===== src/rtl/apb_master_arbiter_if.sv =====
// APB bus bundle between the requester arbiter (master side) and the slave fabric.
interface apb_master_arbiter_if #(
    parameter int DATA_WIDTH = 32,
    parameter int ADDR_WIDTH = 32
);
    logic                  p_sel;
    logic                  p_enable;
    logic                  p_write;
    logic [ADDR_WIDTH-1:0] p_addr;
    logic [DATA_WIDTH-1:0] p_wdata;
    logic [DATA_WIDTH-1:0] p_rdata;
    logic                  p_ready;

    modport master (
        output p_sel, p_enable, p_write, p_addr, p_wdata,
        input  p_rdata, p_ready
    );

    modport slave (
        input  p_sel, p_enable, p_write, p_addr, p_wdata,
        output p_rdata, p_ready
    );
endinterface


===== src/rtl/apb_master_arbiter.sv =====
// Two-requester round-robin arbiter driving an APB master sequencer
// (IDLE -> SETUP -> ACCESS) with a bounded wait-state timeout.
module apb_master_arbiter #(
    parameter int DATA_WIDTH = 32,
    parameter int ADDR_WIDTH = 32,
    parameter int TIMEOUT    = 16
) (
    input  logic                  p_clk,
    input  logic                  p_resetn,
    input  logic [1:0]            req_valid,
    input  logic [1:0]            req_write,
    input  logic [ADDR_WIDTH-1:0] req_addr0,
    input  logic [ADDR_WIDTH-1:0] req_addr1,
    input  logic [DATA_WIDTH-1:0] req_wdata0,
    input  logic [DATA_WIDTH-1:0] req_wdata1,
    output logic [1:0]            req_ack,
    output logic [1:0]            req_done,
    output logic                  req_err,
    output logic [DATA_WIDTH-1:0] req_rdata,
    apb_master_arbiter_if.master  apb
);

    typedef enum logic [1:0] {
        IDLE   = 2'b00,
        SETUP  = 2'b01,
        ACCESS = 2'b10
    } state_t;

    localparam bit        TO_EN   = (TIMEOUT != 0);
    localparam logic [15:0] TO_LAST = 16'(TIMEOUT - 1);

    state_t                r_state;
    state_t                w_next;
    logic                  r_owner;
    logic                  r_write;
    logic                  r_last_grant;
    logic [ADDR_WIDTH-1:0] r_addr;
    logic [DATA_WIDTH-1:0] r_wdata;
    logic [15:0]           r_cnt;
    logic [1:0]            r_done;
    logic                  r_err;
    logic [DATA_WIDTH-1:0] r_rdata;

    logic w_grant;
    logic w_start;
    logic w_complete;
    logic w_abort;

    // Requester 1 wins when alone, or on a tie when requester 0 was granted last.
    assign w_grant = req_valid[1] & (~req_valid[0] | ~r_last_grant);

    always_comb begin
        w_next     = r_state;
        w_start    = 1'b0;
        w_complete = 1'b0;
        w_abort    = 1'b0;
        case (r_state)
            IDLE: begin
                if (|req_valid) begin
                    w_start = 1'b1;
                    w_next  = SETUP;
                end
            end
            SETUP: w_next = ACCESS;
            ACCESS: begin
                if (apb.p_ready) begin
                    w_complete = 1'b1;
                    w_next     = IDLE;
                end else if (TO_EN && (r_cnt == TO_LAST)) begin
                    w_abort = 1'b1;
                    w_next  = IDLE;
                end
            end
            default: w_next = IDLE;
        endcase
    end

    always_ff @(posedge p_clk) begin
        if (!p_resetn) begin
            r_state <= IDLE;
        end else begin
            r_state <= w_next;
        end
    end

    always_ff @(posedge p_clk) begin
        if (!p_resetn) begin
            r_owner      <= 1'b0;
            r_write      <= 1'b0;
            r_last_grant <= 1'b1;
            r_addr       <= '0;
            r_wdata      <= '0;
            r_cnt        <= '0;
            r_done       <= '0;
            r_err        <= 1'b0;
            r_rdata      <= '0;
        end else begin
            r_done <= '0;
            r_err  <= 1'b0;
            if (w_start) begin
                r_owner      <= w_grant;
                r_last_grant <= w_grant;
                r_write      <= req_write[w_grant];
                r_addr       <= w_grant ? req_addr1 : req_addr0;
                r_wdata      <= w_grant ? req_wdata1 : req_wdata0;
                r_cnt        <= '0;
            end
            if (r_state == ACCESS && !apb.p_ready) begin
                r_cnt <= r_cnt + 16'd1;
            end
            if (w_complete || w_abort) begin
                r_done <= r_owner ? 2'b10 : 2'b01;
                r_err  <= w_abort;
            end
            if (w_complete && !r_write) begin
                r_rdata <= apb.p_rdata;
            end
        end
    end

    assign apb.p_sel    = (r_state == SETUP) || (r_state == ACCESS);
    assign apb.p_enable = (r_state == ACCESS);
    assign apb.p_write  = r_write;
    assign apb.p_addr   = r_addr;
    assign apb.p_wdata  = r_wdata;

    assign req_ack   = (r_state == SETUP) ? (r_owner ? 2'b10 : 2'b01) : 2'b00;
    assign req_done  = r_done;
    assign req_err   = r_err;
    assign req_rdata = r_rdata;

endmodule


===== src/flat_wrapper.sv =====
// flat-port wrapper written by rule: the top's interface ports become plain ports
module apb_master_arbiter_flat 
#(
    parameter int DATA_WIDTH = 32,
    parameter int ADDR_WIDTH = 32,
    parameter int TIMEOUT    = 16
)
  (p_clk, p_resetn, req_valid, req_write, req_addr0, req_addr1, req_wdata0, req_wdata1, req_ack, req_done, req_err, req_rdata, apb_p_sel, apb_p_enable, apb_p_write, apb_p_addr, apb_p_wdata, apb_p_rdata, apb_p_ready);
  apb_master_arbiter_if #(.DATA_WIDTH(DATA_WIDTH), .ADDR_WIDTH(ADDR_WIDTH)) apb_i ();
  input  logic p_clk;
  input  logic p_resetn;
  input  logic [1:0] req_valid;
  input  logic [1:0] req_write;
  input  logic [ADDR_WIDTH-1:0] req_addr0;
  input  logic [ADDR_WIDTH-1:0] req_addr1;
  input  logic [DATA_WIDTH-1:0] req_wdata0;
  input  logic [DATA_WIDTH-1:0] req_wdata1;
  output logic [1:0] req_ack;
  output logic [1:0] req_done;
  output logic req_err;
  output logic [DATA_WIDTH-1:0] req_rdata;
  output wire logic [$bits(apb_i.p_sel)-1:0] apb_p_sel;
  output wire logic [$bits(apb_i.p_enable)-1:0] apb_p_enable;
  output wire logic [$bits(apb_i.p_write)-1:0] apb_p_write;
  output wire logic [$bits(apb_i.p_addr)-1:0] apb_p_addr;
  output wire logic [$bits(apb_i.p_wdata)-1:0] apb_p_wdata;
  input wire logic [$bits(apb_i.p_rdata)-1:0] apb_p_rdata;
  input wire logic [$bits(apb_i.p_ready)-1:0] apb_p_ready;
  assign apb_p_sel = apb_i.p_sel;
  assign apb_p_enable = apb_i.p_enable;
  assign apb_p_write = apb_i.p_write;
  assign apb_p_addr = apb_i.p_addr;
  assign apb_p_wdata = apb_i.p_wdata;
  assign apb_i.p_rdata = apb_p_rdata;
  assign apb_i.p_ready = apb_p_ready;
  apb_master_arbiter #(.DATA_WIDTH(DATA_WIDTH), .ADDR_WIDTH(ADDR_WIDTH), .TIMEOUT(TIMEOUT)) u_core (.p_clk(p_clk), .p_resetn(p_resetn), .req_valid(req_valid), .req_write(req_write), .req_addr0(req_addr0), .req_addr1(req_addr1), .req_wdata0(req_wdata0), .req_wdata1(req_wdata1), .req_ack(req_ack), .req_done(req_done), .req_err(req_err), .req_rdata(req_rdata), .apb(apb_i));
endmodule

===== config.mk =====
export PLATFORM = sky130hd
export DESIGN_NAME = apb_master_arbiter_flat
export DESIGN_NICKNAME = d
export VERILOG_FILES = /design/src/rtl/apb_master_arbiter_if.sv /design/src/rtl/apb_master_arbiter.sv /design/src/flat_wrapper.sv
export SDC_FILE = /design/constraint.sdc
export NUM_CORES = 1
export LEC_CHECK = 0
export CAP_MARGIN = 15
export CORE_MARGIN = 1
export CORE_UTILIZATION = 40
export CTS_CLUSTER_SIZE = 20
export DETAILED_ROUTE_END_ITERATION = 6
export PLACE_DENSITY_LB_ADDON = 0.08
export SYNTH_ARGS = -nofsm -noshare
export SYNTH_HDL_FRONTEND = slang
export SYNTH_SLANG_ARGS = --single-unit

===== constraint.sdc =====
create_clock -name p_clk -period 1.9 [get_ports p_clk]
set_input_delay 0.57 -clock p_clk [delete_from_list [all_inputs] [get_ports p_clk]]
set_output_delay 0.57 -clock p_clk [all_outputs]
set_load 0.05 [all_outputs]

Word level (Yosys, flattened, before mapping) --
Index checks and enable logic that the tools add are counted. Widths: inputs -> output; s select.
Storage, ports and cells: bits in latches 0, bits in registers 120, memories kept 0, ROM bits 0, bits of input ports 167, memory bits (writable) 0, output and inout bits 104, word-level logic and storage cells 51
Cells by class: eq/ne operators 5, shifts and indexed selects 0, bitwise gates (word level) 4, $add $sub $neg 1, $lt $le $gt $ge 1, multiplexer cells 19, multipliers 0, div/mod/pow operators 0, reductions and logical operators 11
Operator list (number):
- $mux 32 | 2
- $mux 16 | 2
- $add 16x1->16 const B | 1
- $eq 16x4->1 const B | 1
- $mux 2 | 5
- $mux 1 | 9
- $pmux 2 s3 | 1
- $reduce_and 2->1 | 2
- $ne 3x1->1 const B | 1
- $eq 2x1->1 const B | 1
- $eq 2x2->1 const B | 1
- $logic_and 1x1->1 | 2
- $logic_not 1->1 | 2
- $logic_not 2->1 | 1
- $logic_or 1x1->1 | 2
- $lt 1x2->1 const B | 1
- $ne 2x1->1 const B | 1
- $not 1->1 | 2
- $reduce_bool 2->1 | 1
- $reduce_or 2->1 | 1
- $and 1x1->1 | 1
- $or 1x1->1 | 1

Logic depth before layout (Yosys ltp) --
word-level depth 6, depth in mapped cells 8, depth with buffers taken out 6

Worst setup path before layout --
OpenSTA, ideal clock, no wires.
kind register to register, start register u_core.r_state[0], end register u_core.r_cnt[10], clock period less this slack 2006 ps, path buffers 0, arrival 1947 ps, stages on the path, launching flop included 7, required time 1841 ps, slack -106 ps, library setup time 59 ps, path through dfxtp_1 > inv_1 > ha_1 > and4b_2 > nand4_2 > or4_1 > nand2_1
Between the ends: longest elaborated chain between the ends 3
Ends and longest elaborated chain:
- from (decl) | RTL line apb_master_arbiter.sv:32 | state_t r_state;
- from (signal assigned) | RTL line apb_master_arbiter.sv:82 | r_state <= w_next;
- $eq 2x2->1 *
- named net apb_p_enable | RTL line flat_wrapper.sv:23 | output wire logic [$bits(apb_i.p_enable)-1:0] apb_p_enable;
- $logic_and 1x1->1 * | RTL line apb_master_arbiter.sv:108 | if (r_state == ACCESS && !apb.p_ready) begin
- $mux 16 or $reduce_bool 2->1 (tied branches)
- to (signal assigned) | RTL line apb_master_arbiter.sv:109 | r_cnt <= r_cnt + 16'd1;
- to (decl) | RTL line apb_master_arbiter.sv:39 | logic [15:0] r_cnt;
The timed path passes the listed nets; every way through them passes the cells marked *. A chain may end at the register's enable or synchronous reset.

Final worst setup path --
start register u_core.r_state[0], end output apb_p_sel
Between the ends: longest elaborated chain between the ends 2
Ends and longest elaborated chain:
- $eq 2x1->1 or $eq 2x2->1 (tied branches) | RTL line apb_master_arbiter.sv:121 | assign apb.p_sel = (r_state == SETUP) || (r_state == ACCESS);
- $logic_or 1x1->1 * | RTL line apb_master_arbiter.sv:121
- to (decl) | RTL line flat_wrapper.sv:22 | output wire logic [$bits(apb_i.p_sel)-1:0] apb_p_sel;
Every way passes the cells marked *; elsewhere a longest branch is shown, timed or not.

==> impl_metrics.py <==
metrics = {
    "sta": {
        "tns_ns": 0,
        "drv_slew": 0,
        "slew_headroom_pct": 75.5,
        "hold_viol": 0,
        "period_minus_slack_ns": 1.85,
        "finClkSkew_ns": 0.00650,
        "tightest_slew_ns": 0.363,
        "setup_violations": 0,
        "rsz0062_at_grt": "no",
        "fmax_mhz": 539,
        "post-route-period-util_pct": 97.6,
        "hold_ws_ns": 0.452,
    },
    "setup_path": {
        "critical_path_required_ns": 1.33,
        "path_class": "reg -> out",
        "rrSetupSlack_ns": 0.12,
        "critPathLaunchType": "register",
        "critPathCaptureType": "primary output",
        "crit_path_max_fanout": 4,
        "worstPathArrival_ns": 1.28,
    },
    "placed_design": {
        "place_congestion": 0.786,
        "portBuffers": 270,
        "dp_hpwl_um": 11700,
        "dpl_cell_area_sq_um": 8020,
    },
    "cts": {
        "cts_tree": "yes",
        "path_clk_slew_ns": 0.05,
        "clock_latency_ns": 0.41,
        "cts_hold_buf": 0,
        "clock_sinks": 120,
        "cts_made_buffers": 17,
        "clockBufferDepth": 2,
        "clock-root-buffer": "clkbuf_16",
        "cts_htree_levels": 4,
    },
    "logic_synthesis": {
        "syn_avg_cell_area_sq_um": 8.98,
        "synth_top_cell_by_area": "dfxtp_1",
        "ys_warn_count": 0,
        "synth_top_area_share_pct": 46.8,
        "ys_seq_area_share_pct": 46.8,
        "async_flop_share_pct": 0,
        "syn_inst": 572,
        "synth_edf_count": 0,
        "synth_ff_type": "dfxtp_1",
        "syn-num-nets": 744,
        "synth.area.top_cells": "dfxtp_1, mux2i_1, a211oi_1, nand2_1, nor2_1",
        "netlist_area_sq_um": 5140,
        "ys_seq_elements": 120,
        "yosysUniqueCellTypes": 42,
    },
    "power_and_ir_drop": {
        "power_density_nw_per_um2": 1040,
        "leakagePower_nw": 3.57,
        "vdd_drop_max_mv": 0.833,
    },
    "drt": {
        "totalWireLength_um": 15200,
        "ant_nets": 0,
        "num_vias": 5171,
        "drtIter0Drc": 196,
        "drt_pass1_iterations": 4,
        "drc_errors": 0,
        "viasPerCell": 4.97,
        "avgRoutedWirePerCell_um": 14.6,
    },
    "final_layout": {
        "n_antenna_cell": 0,
        "nets": 1027,
        "design_area_sq_um": 8720,
        "multi_input_area_sq_um": 2540,
        "seq_area_sq_um": 2400,
        "areaGrowthSynthToFinish_pct": 69.7,
        "final_util_pct": 69.4,
        "drive_gt1_share_pct": 22.4,
        "nFillCells": 1008,
    },
    "die": {
        "num_rows": 41,
        "die_w_um": 115,
        "core-area_sq_um": 12600,
        "die-area_sq_um": 13300,
        "io_pins": 271,
        "chipHeight_um": 115,
        "start_util_pct": 40.9,
    },
    "global_routing": {
        "antenna_found_initial": 0,
        "grt_pass1_vias": 5013,
        "track_usage_pct": 23.0,
        "grt_pass1_wl_um": 23400,
        "grt_max_degree": 75,
        "gr-total-overflow": 0,
    },
    "outcome": {
        "status": "finished clean",
    },
    "run": {
        "maxCapViolations": 0,
    },
    "min_path": {
        "hold_path.class": "reg -> reg",
    },
}
report_power, final:
part / internal, mW / leakage (nW) / switching (mW)
clock: 2.36 / 0.320 / 1.09
sequential: 2.77 / 0.986 / 0.148
combinational: 1.08 / 2.26 / 1.59
through the flow:
stage / cells / power, mW / worst slack (ns)
after global routing: 1040 / 9.42 / 0.00653
after detailed placement: 1007 / 5.62 / -0.269
final: 1040 / 9.04 / 0.0456
after global placement: 1007 / 5.57 / -0.223
after CTS: 1040 / 9.11 / -0.0183
after floorplan: 572 / 4.53 / 0.0690
cells in the final DEF (no fill, tap or decap), drive strengths merged, types with 5 or more instances in the layout:
master         netlist  routed
a211oi              66      66
a21oi               41      41
and3                 5       5
buf                 18     145
clkbuf              29      24
clkdlybuf4s50        0     166
clkinv               0       5
dfxtp              120     120
ha                   5       5
mux2i               67      67
nand2               77      77
nand3                7       7
nor2                77      77
o211ai               7       7
o21ai                7       7
area by class of cell:
class                   instances  area share (%)
repair buffers                311            33.1
multi-input cells             400            29.2
flip-flops and latches        120            27.6
clock buffers                  24            5.76
well taps                     172            2.47
clock inverters                 8            1.61
inverters                       5           0.258
cell families after synthesis:
logic type | Yosys count | synth area share, %
AND/OR/NAND/NOR | 194 | 16.5
adder cells (fa/ha/maj) | 5 | 1.22
AO/OA/AOI/OAI | 133 | 17.3
buffers and inverters | 52 | 4.97
flip-flops | 120 | 46.8
multiplexers | 68 | 13.3
per-layer routing:
layer	vias to the layer above	wire length, um	track usage, %
met3	31	1090	7.80
li1	2598	-	-
met1	2363	5590	22.9
met5	-	0	0
met2	179	8120	42.6
met4	0	361	11.5
cell usage after synthesis, types with 3 or more instances:
| cell | count |
|---|---|
| a211oi_1 | 66 |
| a21oi_1 | 40 |
| a31oi_1 | 3 |
| and3_1 | 5 |
| buf_2 | 9 |
| buf_6 | 6 |
| clkbuf_1 | 29 |
| dfxtp_1 | 120 |
| ha_1 | 5 |
| inv_1 | 5 |
| mux2i_1 | 67 |
| nand2_1 | 77 |
| nand2b_1 | 3 |
| nand3_1 | 7 |
| nor2_1 | 77 |
| nor3_1 | 3 |
| nor4_1 | 4 |
| o211ai_1 | 7 |
| o21ai_0 | 7 |
| o31ai_1 | 3 |
| or4_1 | 3 |
flip-flops by register name (all words and copies together), names as in the netlist:
name                 flops
u_core.apb.p_addr       32
u_core.req_rdata        32
u_core.r_last_grant      1
u_core.r_state           2
u_core.apb.p_write       1
u_core.r_owner           1
u_core.req_err           1
u_core.apb.p_wdata      32
u_core.r_cnt            16
u_core.req_done          2
what timing repair did:
item,4_1_cts,5_1_grt
pin swaps,1,0
endpoints found under the setup margin,3,4
gates resized for setup,9,3
buffers inserted,1,0
final timing paths:
path / startpoint / to / cells after the start
worst max-delay path: u_core.r_state[0] / apb_p_sel / 3
worst min-delay path: u_core.req_rdata[1] / u_core.req_rdata[1] / 2
worst max register to register: u_core.r_cnt[0] / u_core.r_state[0] / 5
worst min register to register: u_core.req_rdata[1] / u_core.req_rdata[1] / 2
worst max-delay path, cell delays in order, from the launching register on:
cell,delay (ns)
dfxtp_2,0.38
inv_2,0.09
ha_4,0.28
buf_12,0.13
No activity file was read; power rests on OpenSTA's default activity.
